--- config.mk ---
export PLATFORM = sky130hd
export DESIGN_NAME = full_handshake_rx_fifo_flat
export DESIGN_NICKNAME = d
export VERILOG_FILES = /design/src/rtl/full_handshake_rx_fifo_if.sv /design/src/rtl/full_handshake_rx_fifo.sv /design/src/flat_wrapper.sv
export SDC_FILE = /design/constraint.sdc
export NUM_CORES = 1
export LEC_CHECK = 0
export CORE_MARGIN = 2
export CORE_UTILIZATION = 45
export DETAILED_ROUTE_END_ITERATION = 12
export DONT_BUFFER_PORTS = 1
export SYNTH_ARGS = -nofsm -noshare
export SYNTH_HDL_FRONTEND = slang
export SYNTH_SLANG_ARGS = --single-unit
--- constraint.sdc ---
create_clock -name clk -period 2.9 [get_ports clk]
set_input_delay 0.435 -clock clk [delete_from_list [all_inputs] [get_ports clk]]
set_output_delay 0.435 -clock clk [all_outputs]
set_load 0.005 [all_outputs]
--- src/rtl/full_handshake_rx_fifo_if.sv ---
// full_handshake_rx_fifo_if: upstream four-phase and downstream
// valid/ready signals of the receive FIFO, grouped as one bundle.
interface full_handshake_rx_fifo_if #(
    parameter int DATA_WIDTH = 40,
    parameter int CNT_WIDTH  = 3
);
    logic                  i_vld;
    logic [DATA_WIDTH-1:0] i_data;
    logic                  o_rdy;
    logic                  o_vld;
    logic [DATA_WIDTH-1:0] o_data;
    logic                  i_rdy;
    logic [CNT_WIDTH-1:0]  o_level;

    modport slave (
        input  i_vld, i_data, i_rdy,
        output o_rdy, o_vld, o_data, o_level
    );

    modport master (
        output i_vld, i_data, i_rdy,
        input  o_rdy, o_vld, o_data, o_level
    );
endinterface

--- src/rtl/full_handshake_rx_fifo.sv ---
// full_handshake_rx_fifo: four-phase CDC receiver into a FWFT FIFO.
// Optional counters: define FULL_HANDSHAKE_RX_FIFO_STATS_EN.
module full_handshake_rx_fifo #(
    parameter int DATA_WIDTH  = 40,
    parameter int SYNC_STAGES = 2,
    parameter int FIFO_DEPTH  = 4,
    parameter int CNT_WIDTH   = $clog2(FIFO_DEPTH) + 1
) (
    input  logic clk,
    input  logic rst_n,
    full_handshake_rx_fifo_if.slave bus
`ifdef FULL_HANDSHAKE_RX_FIFO_STATS_EN
    ,
    output logic [15:0] o_xfer_cnt,
    output logic [15:0] o_stall_cnt
`endif
);
    localparam int PTR_W = $clog2(FIFO_DEPTH);

    typedef enum logic [2:0] {
        IDLE  = 3'b001,
        STALL = 3'b010,
        ACK   = 3'b100
    } state_t;

    state_t                 r_state;
    logic [SYNC_STAGES-1:0] r_sync;
    logic                   r_rdy;
    logic [DATA_WIDTH-1:0]  r_mem [FIFO_DEPTH];
    logic [PTR_W-1:0]       r_wr_ptr;
    logic [PTR_W-1:0]       r_rd_ptr;
    logic [CNT_WIDTH-1:0]   r_count;

    logic w_vld_s;
    logic w_full;
    logic w_empty;
    logic w_push;
    logic w_pop;

    assign w_vld_s = r_sync[SYNC_STAGES-1];
    assign w_full  = (r_count == CNT_WIDTH'(FIFO_DEPTH));
    assign w_empty = (r_count == '0);
    assign w_pop   = !w_empty && bus.i_rdy;
    // Full is judged on the registered count, so a same-cycle pop
    // never frees a slot for the push; STALL retries next cycle.
    assign w_push  = ((r_state == IDLE) || (r_state == STALL))
                     && w_vld_s && !w_full;

    // Only the request level crosses domains; data is quasi-static.
    always_ff @(posedge clk or negedge rst_n) begin
        if (!rst_n) begin
            r_sync <= '0;
        end else begin
            r_sync <= {r_sync[SYNC_STAGES-2:0], bus.i_vld};
        end
    end

    // Handshake FSM: one push per request phase, ack held until release.
    always_ff @(posedge clk or negedge rst_n) begin
        if (!rst_n) begin
            r_state <= IDLE;
            r_rdy   <= 1'b0;
        end else begin
            unique case (r_state)
                IDLE: begin
                    if (w_vld_s) begin
                        if (!w_full) begin
                            r_state <= ACK;
                            r_rdy   <= 1'b1;
                        end else begin
                            r_state <= STALL;
                        end
                    end
                end
                STALL: begin
                    if (!w_vld_s) begin
                        r_state <= IDLE;
                    end else if (!w_full) begin
                        r_state <= ACK;
                        r_rdy   <= 1'b1;
                    end
                end
                ACK: begin
                    if (!w_vld_s) begin
                        r_state <= IDLE;
                        r_rdy   <= 1'b0;
                    end
                end
                default: begin
                    r_state <= IDLE;
                    r_rdy   <= 1'b0;
                end
            endcase
        end
    end

    // Storage cleared on reset so the stale head is deterministic.
    always_ff @(posedge clk or negedge rst_n) begin
        if (!rst_n) begin
            for (int i = 0; i < FIFO_DEPTH; i++) begin
                r_mem[i] <= '0;
            end
        end else if (w_push) begin
            r_mem[r_wr_ptr] <= bus.i_data;
        end
    end

    // Pointers wrap naturally; count tracks push minus pop.
    always_ff @(posedge clk or negedge rst_n) begin
        if (!rst_n) begin
            r_wr_ptr <= '0;
            r_rd_ptr <= '0;
            r_count  <= '0;
        end else begin
            if (w_push) begin
                r_wr_ptr <= r_wr_ptr + 1'b1;
            end
            if (w_pop) begin
                r_rd_ptr <= r_rd_ptr + 1'b1;
            end
            if (w_push && !w_pop) begin
                r_count <= r_count + CNT_WIDTH'(1);
            end else if (!w_push && w_pop) begin
                r_count <= r_count - CNT_WIDTH'(1);
            end
        end
    end

    assign bus.o_rdy   = r_rdy;
    assign bus.o_vld   = !w_empty;
    assign bus.o_data  = r_mem[r_rd_ptr];
    assign bus.o_level = r_count;

`ifdef FULL_HANDSHAKE_RX_FIFO_STATS_EN
    logic [15:0] r_xfer_cnt;
    logic [15:0] r_stall_cnt;

    // Transfer count wraps; stall cycle count saturates.
    always_ff @(posedge clk or negedge rst_n) begin
        if (!rst_n) begin
            r_xfer_cnt  <= '0;
            r_stall_cnt <= '0;
        end else begin
            if (w_push) begin
                r_xfer_cnt <= r_xfer_cnt + 16'd1;
            end
            if ((r_state == STALL) && (r_stall_cnt != 16'hFFFF)) begin
                r_stall_cnt <= r_stall_cnt + 16'd1;
            end
        end
    end

    assign o_xfer_cnt  = r_xfer_cnt;
    assign o_stall_cnt = r_stall_cnt;
`endif
endmodule

--- src/flat_wrapper.sv ---
// flat-port wrapper written by rule: the top's interface ports become plain ports
module full_handshake_rx_fifo_flat 
#(
    parameter int DATA_WIDTH  = 40,
    parameter int SYNC_STAGES = 2,
    parameter int FIFO_DEPTH  = 4,
    parameter int CNT_WIDTH   = $clog2(FIFO_DEPTH) + 1
)
  (clk, rst_n, bus_i_vld, bus_i_data, bus_i_rdy, bus_o_rdy, bus_o_vld, bus_o_data, bus_o_level);
  full_handshake_rx_fifo_if #(.DATA_WIDTH(DATA_WIDTH), .CNT_WIDTH(CNT_WIDTH)) bus_i ();
  input  logic clk;
  input  logic rst_n;
  input wire logic [$bits(bus_i.i_vld)-1:0] bus_i_vld;
  input wire logic [$bits(bus_i.i_data)-1:0] bus_i_data;
  input wire logic [$bits(bus_i.i_rdy)-1:0] bus_i_rdy;
  output wire logic [$bits(bus_i.o_rdy)-1:0] bus_o_rdy;
  output wire logic [$bits(bus_i.o_vld)-1:0] bus_o_vld;
  output wire logic [$bits(bus_i.o_data)-1:0] bus_o_data;
  output wire logic [$bits(bus_i.o_level)-1:0] bus_o_level;
  assign bus_i.i_vld = bus_i_vld;
  assign bus_i.i_data = bus_i_data;
  assign bus_i.i_rdy = bus_i_rdy;
  assign bus_o_rdy = bus_i.o_rdy;
  assign bus_o_vld = bus_i.o_vld;
  assign bus_o_data = bus_i.o_data;
  assign bus_o_level = bus_i.o_level;
  full_handshake_rx_fifo #(.DATA_WIDTH(DATA_WIDTH), .SYNC_STAGES(SYNC_STAGES), .FIFO_DEPTH(FIFO_DEPTH), .CNT_WIDTH(CNT_WIDTH)) u_core (.clk(clk), .rst_n(rst_n), .bus(bus_i));
endmodule
==> results.yml <==
clock_tree:
  clkLatencyLatePin_ns: 0.42
  cts_root_buffer: "clkbuf_16"
  clkTransAtPathRegs_ns: 0.07
  clock-sinks: 173
  cts_buffer_depth: 2
  cts_max_level: 4
  cts_tree: "done"
  cts_made_buffers: 17
synth:
  avgSynthCellArea_sq_um: 17.4
  synth-seq-cells: 173
  synth_cell_types: 31
  yosysWarnings: 0
  synth.area.top_cells: "dfrtp_1 56%, mux2_2 22%, mux4_2 12%"
  synth_top_cell_by_area: "dfrtp_1"
  syn_nets: 492
  synth_top_area_share_pct: 56.0
  synthFlopType: "dfrtp_1"
  synth.cell_area_sq_um: 7680
  async_reset_ff_share_pct: 100
  syn_inst: 442
  synth_edf_count: 0
  yosysSeqAreaShare_pct: 56.4
timing:
  slew_violations: 0
  hold_violations: 173
  finalHoldWorstSlack_ns: -0.297
  worst_pin_slew_ns: 0.499
  relSlewSlack_pct: 66.7
  rsz0062_at_grt: "false"
  fin_crit_ns: 2.49
  setup_violations: 0
  fin_crit_sh_pct: 85.9
  finClkSkew_ns: 0.00960
  totalNegativeSetupSlack_ns: 0
  setup_ws_ns: 0.408
  clock.fmax_ghz: 0.401
worst_setup_path:
  worstPathCellList: "buf_4, mux4_2"
  start_kind: "register"
  crit_type: "register to output pin"
  required_ns: 2.47
  max_stage_delay_ns: 0.74
  arrival_ns: 2.06
  timing.critical_path.slowest_stage_cell: "dfrtp_4"
  cp_max_fo: 23
  worst_setup_path_end_kind: "output pin"
detailed_routing:
  avgRoutedWirePerCell_um: 21.3
  antenna_left: 0
  drtIter0Drc: 173
  routed_wl_mm: 14.4
  drc: 0
  viasPerCell: 5.62
  drtPass1Iterations: 4
  via_count: 3809
global_route:
  grt_overflow: 0
  grt_usage_pct: 17.2
  grt_max_degree: 174
  grt_pass1_wl_mm: 23.4
  grt_pass1_vias: 4285
  antenna_found_initial: 0
status:
  violations: "negative hold slack"
  status: "finished with violations"
power:
  ir_drop_uv: 642
  p_int_mw: 7.45
  seqPwrFrac_pct: 41.9
  clockPowerShare_pct: 22.9
  p_sw_share_pct: 29.0
  p_leak_nw: 3.53
  p_switching_mw: 3.04
  power_frac_comb_pct: 35.1
  cellPowerDensity_nw_per_um2: 1240
min_path:
  hold_path_class: "primary input to async pin"
cells_and_area:
  antenna-diode-count: 0
  nNetsFinal: 495
  area_growth_syn_to_layout_pct: 10.4
  fin_cells: 678
  drive_above_1_share_pct: 53.5
floorplanning:
  rows: 47
  ioPinCount: 89
  die_y_um: 135
  die_area_sq_um: 18100
  die_x_um: 135
  start_util_pct: 46.2
  core_area_sq_um: 16600
run:
  drv_cap: 0
placed_design:
  dp_hpwl_mm: 8.71
  preCtsSetupSlack_ns: 0.482
  dp.cells: 646
  port_buffers: 0
  gp_congestion: 0.729
## critical path: cells and delay by family, from the launching register on
kind	cells	cell delay, ns
flops	1	0.74
mux	1	0.56
buf+inv	1	0.33
## worst paths after layout
path                                  startpoint                     to  slack (ns)  depth (start not counted)
max in group asynchronous                  rst_n      u_core.r_state[0]        2.93                          0
min in group clk                       bus_i_vld       u_core.r_sync[0]        0.04                          0
hold / removal                             rst_n       u_core.r_mem[71]       -0.30                          0
hold reg to reg                 u_core.r_sync[0]       u_core.r_sync[1]        0.38                          0
setup / recovery              u_core.r_rd_ptr[0]          bus_o_data[3]        0.41                          2
setup reg to reg           u_core.bus.o_level[1]  u_core.bus.o_level[1]        0.48                          7
## cell type report
cell class	count	area, sq um
fill	1361	8160
sequential	173	4340
multi-input combinational	236	3100
clock buffer	23	468
tap	220	275
clock inverter	9	159
timing repair buffer	11	120
inverter	6	22.5
## Yosys cell counts, types with 3 or more instances
master,instances
ha_1,5
mux2_4,10
mux2_1,4
mux2_2,148
buf_1,4
nand2_1,3
buf_2,5
buf_6,6
mux4_2,40
xnor2_1,4
inv_1,6
nand4_4,4
clkbuf_8,6
nand3_1,3
buf_4,4
dfrtp_1,172
## kinds of logic after synthesis
kind of cell,after synthesis,synth area share [%]
mux,202,36.0
flops,173,56.4
compound gates,4,0.309
simple gates,17,2.00
xor+xnor,7,1.04
buf+inv,33,3.26
fa+ha+maj,6,1.07
## state kept, by name, indices dropped and copies added (netlist names)
signal and cells:
u_core.r_mem 160, u_core.bus.o_level 3, u_core.r_state 3, u_core.r_rd_ptr 2
u_core.r_sync 2, u_core.r_wr_ptr 2, u_core.bus.o_rdy 1
## layout by cell type (no fill, tap or decap), types with 5 or more instances in the layout
master,count
ha_1,5
dfrtp_1,170
mux2_4,10
clkbuf_16,17
buf_4,8
mux2_2,148
mux4_2,40
inv_1,6
## routing by layer
metal | up-vias | wire length, um | global-route usage, %
li1 | 1642 | - | -
met1 | 2068 | 6310 | 21.7
met2 | 80 | 6990 | 27.6
met3 | 19 | 831 | 5.78
met4 | 0 | 302 | 6.43
met5 | - | 0 | 0
## per-stage QoR
step                      power, mW  instance area (sq um)  util [%]  hold WS, ns
final                          10.5                   8480      51.0       -0.297
after global routing           11.1                   8480      51.0       -0.320
after CTS                      10.7                   8480      51.0       -0.314
after detailed placement       8.21                   7860      47.2        0.147
after global placement         8.00                   7860      47.2        0.145
after floorplan                7.37                   7680         -        0.139
## what timing repair did
action                     CTS  global route
resized for setup            0             0
hold endpoints to repair   173           173
setup buffers                0             0
setup endpoints to repair    0             0
## power groups by stage
stage / Combinational (mW) / Clock (mW) / Sequential, mW
2_1_floorplan: 3.28 / 0 / 4.09
3_3_place_gp: 3.65 / 0 / 4.35
3_5_place_dp: 3.76 / 0 / 4.44
4_1_cts: 3.78 / 2.47 / 4.40
5_1_grt: 3.99 / 2.56 / 4.57
6_report: 3.68 / 2.41 / 4.40
Note: power is estimated with default switching activity, not from simulation.
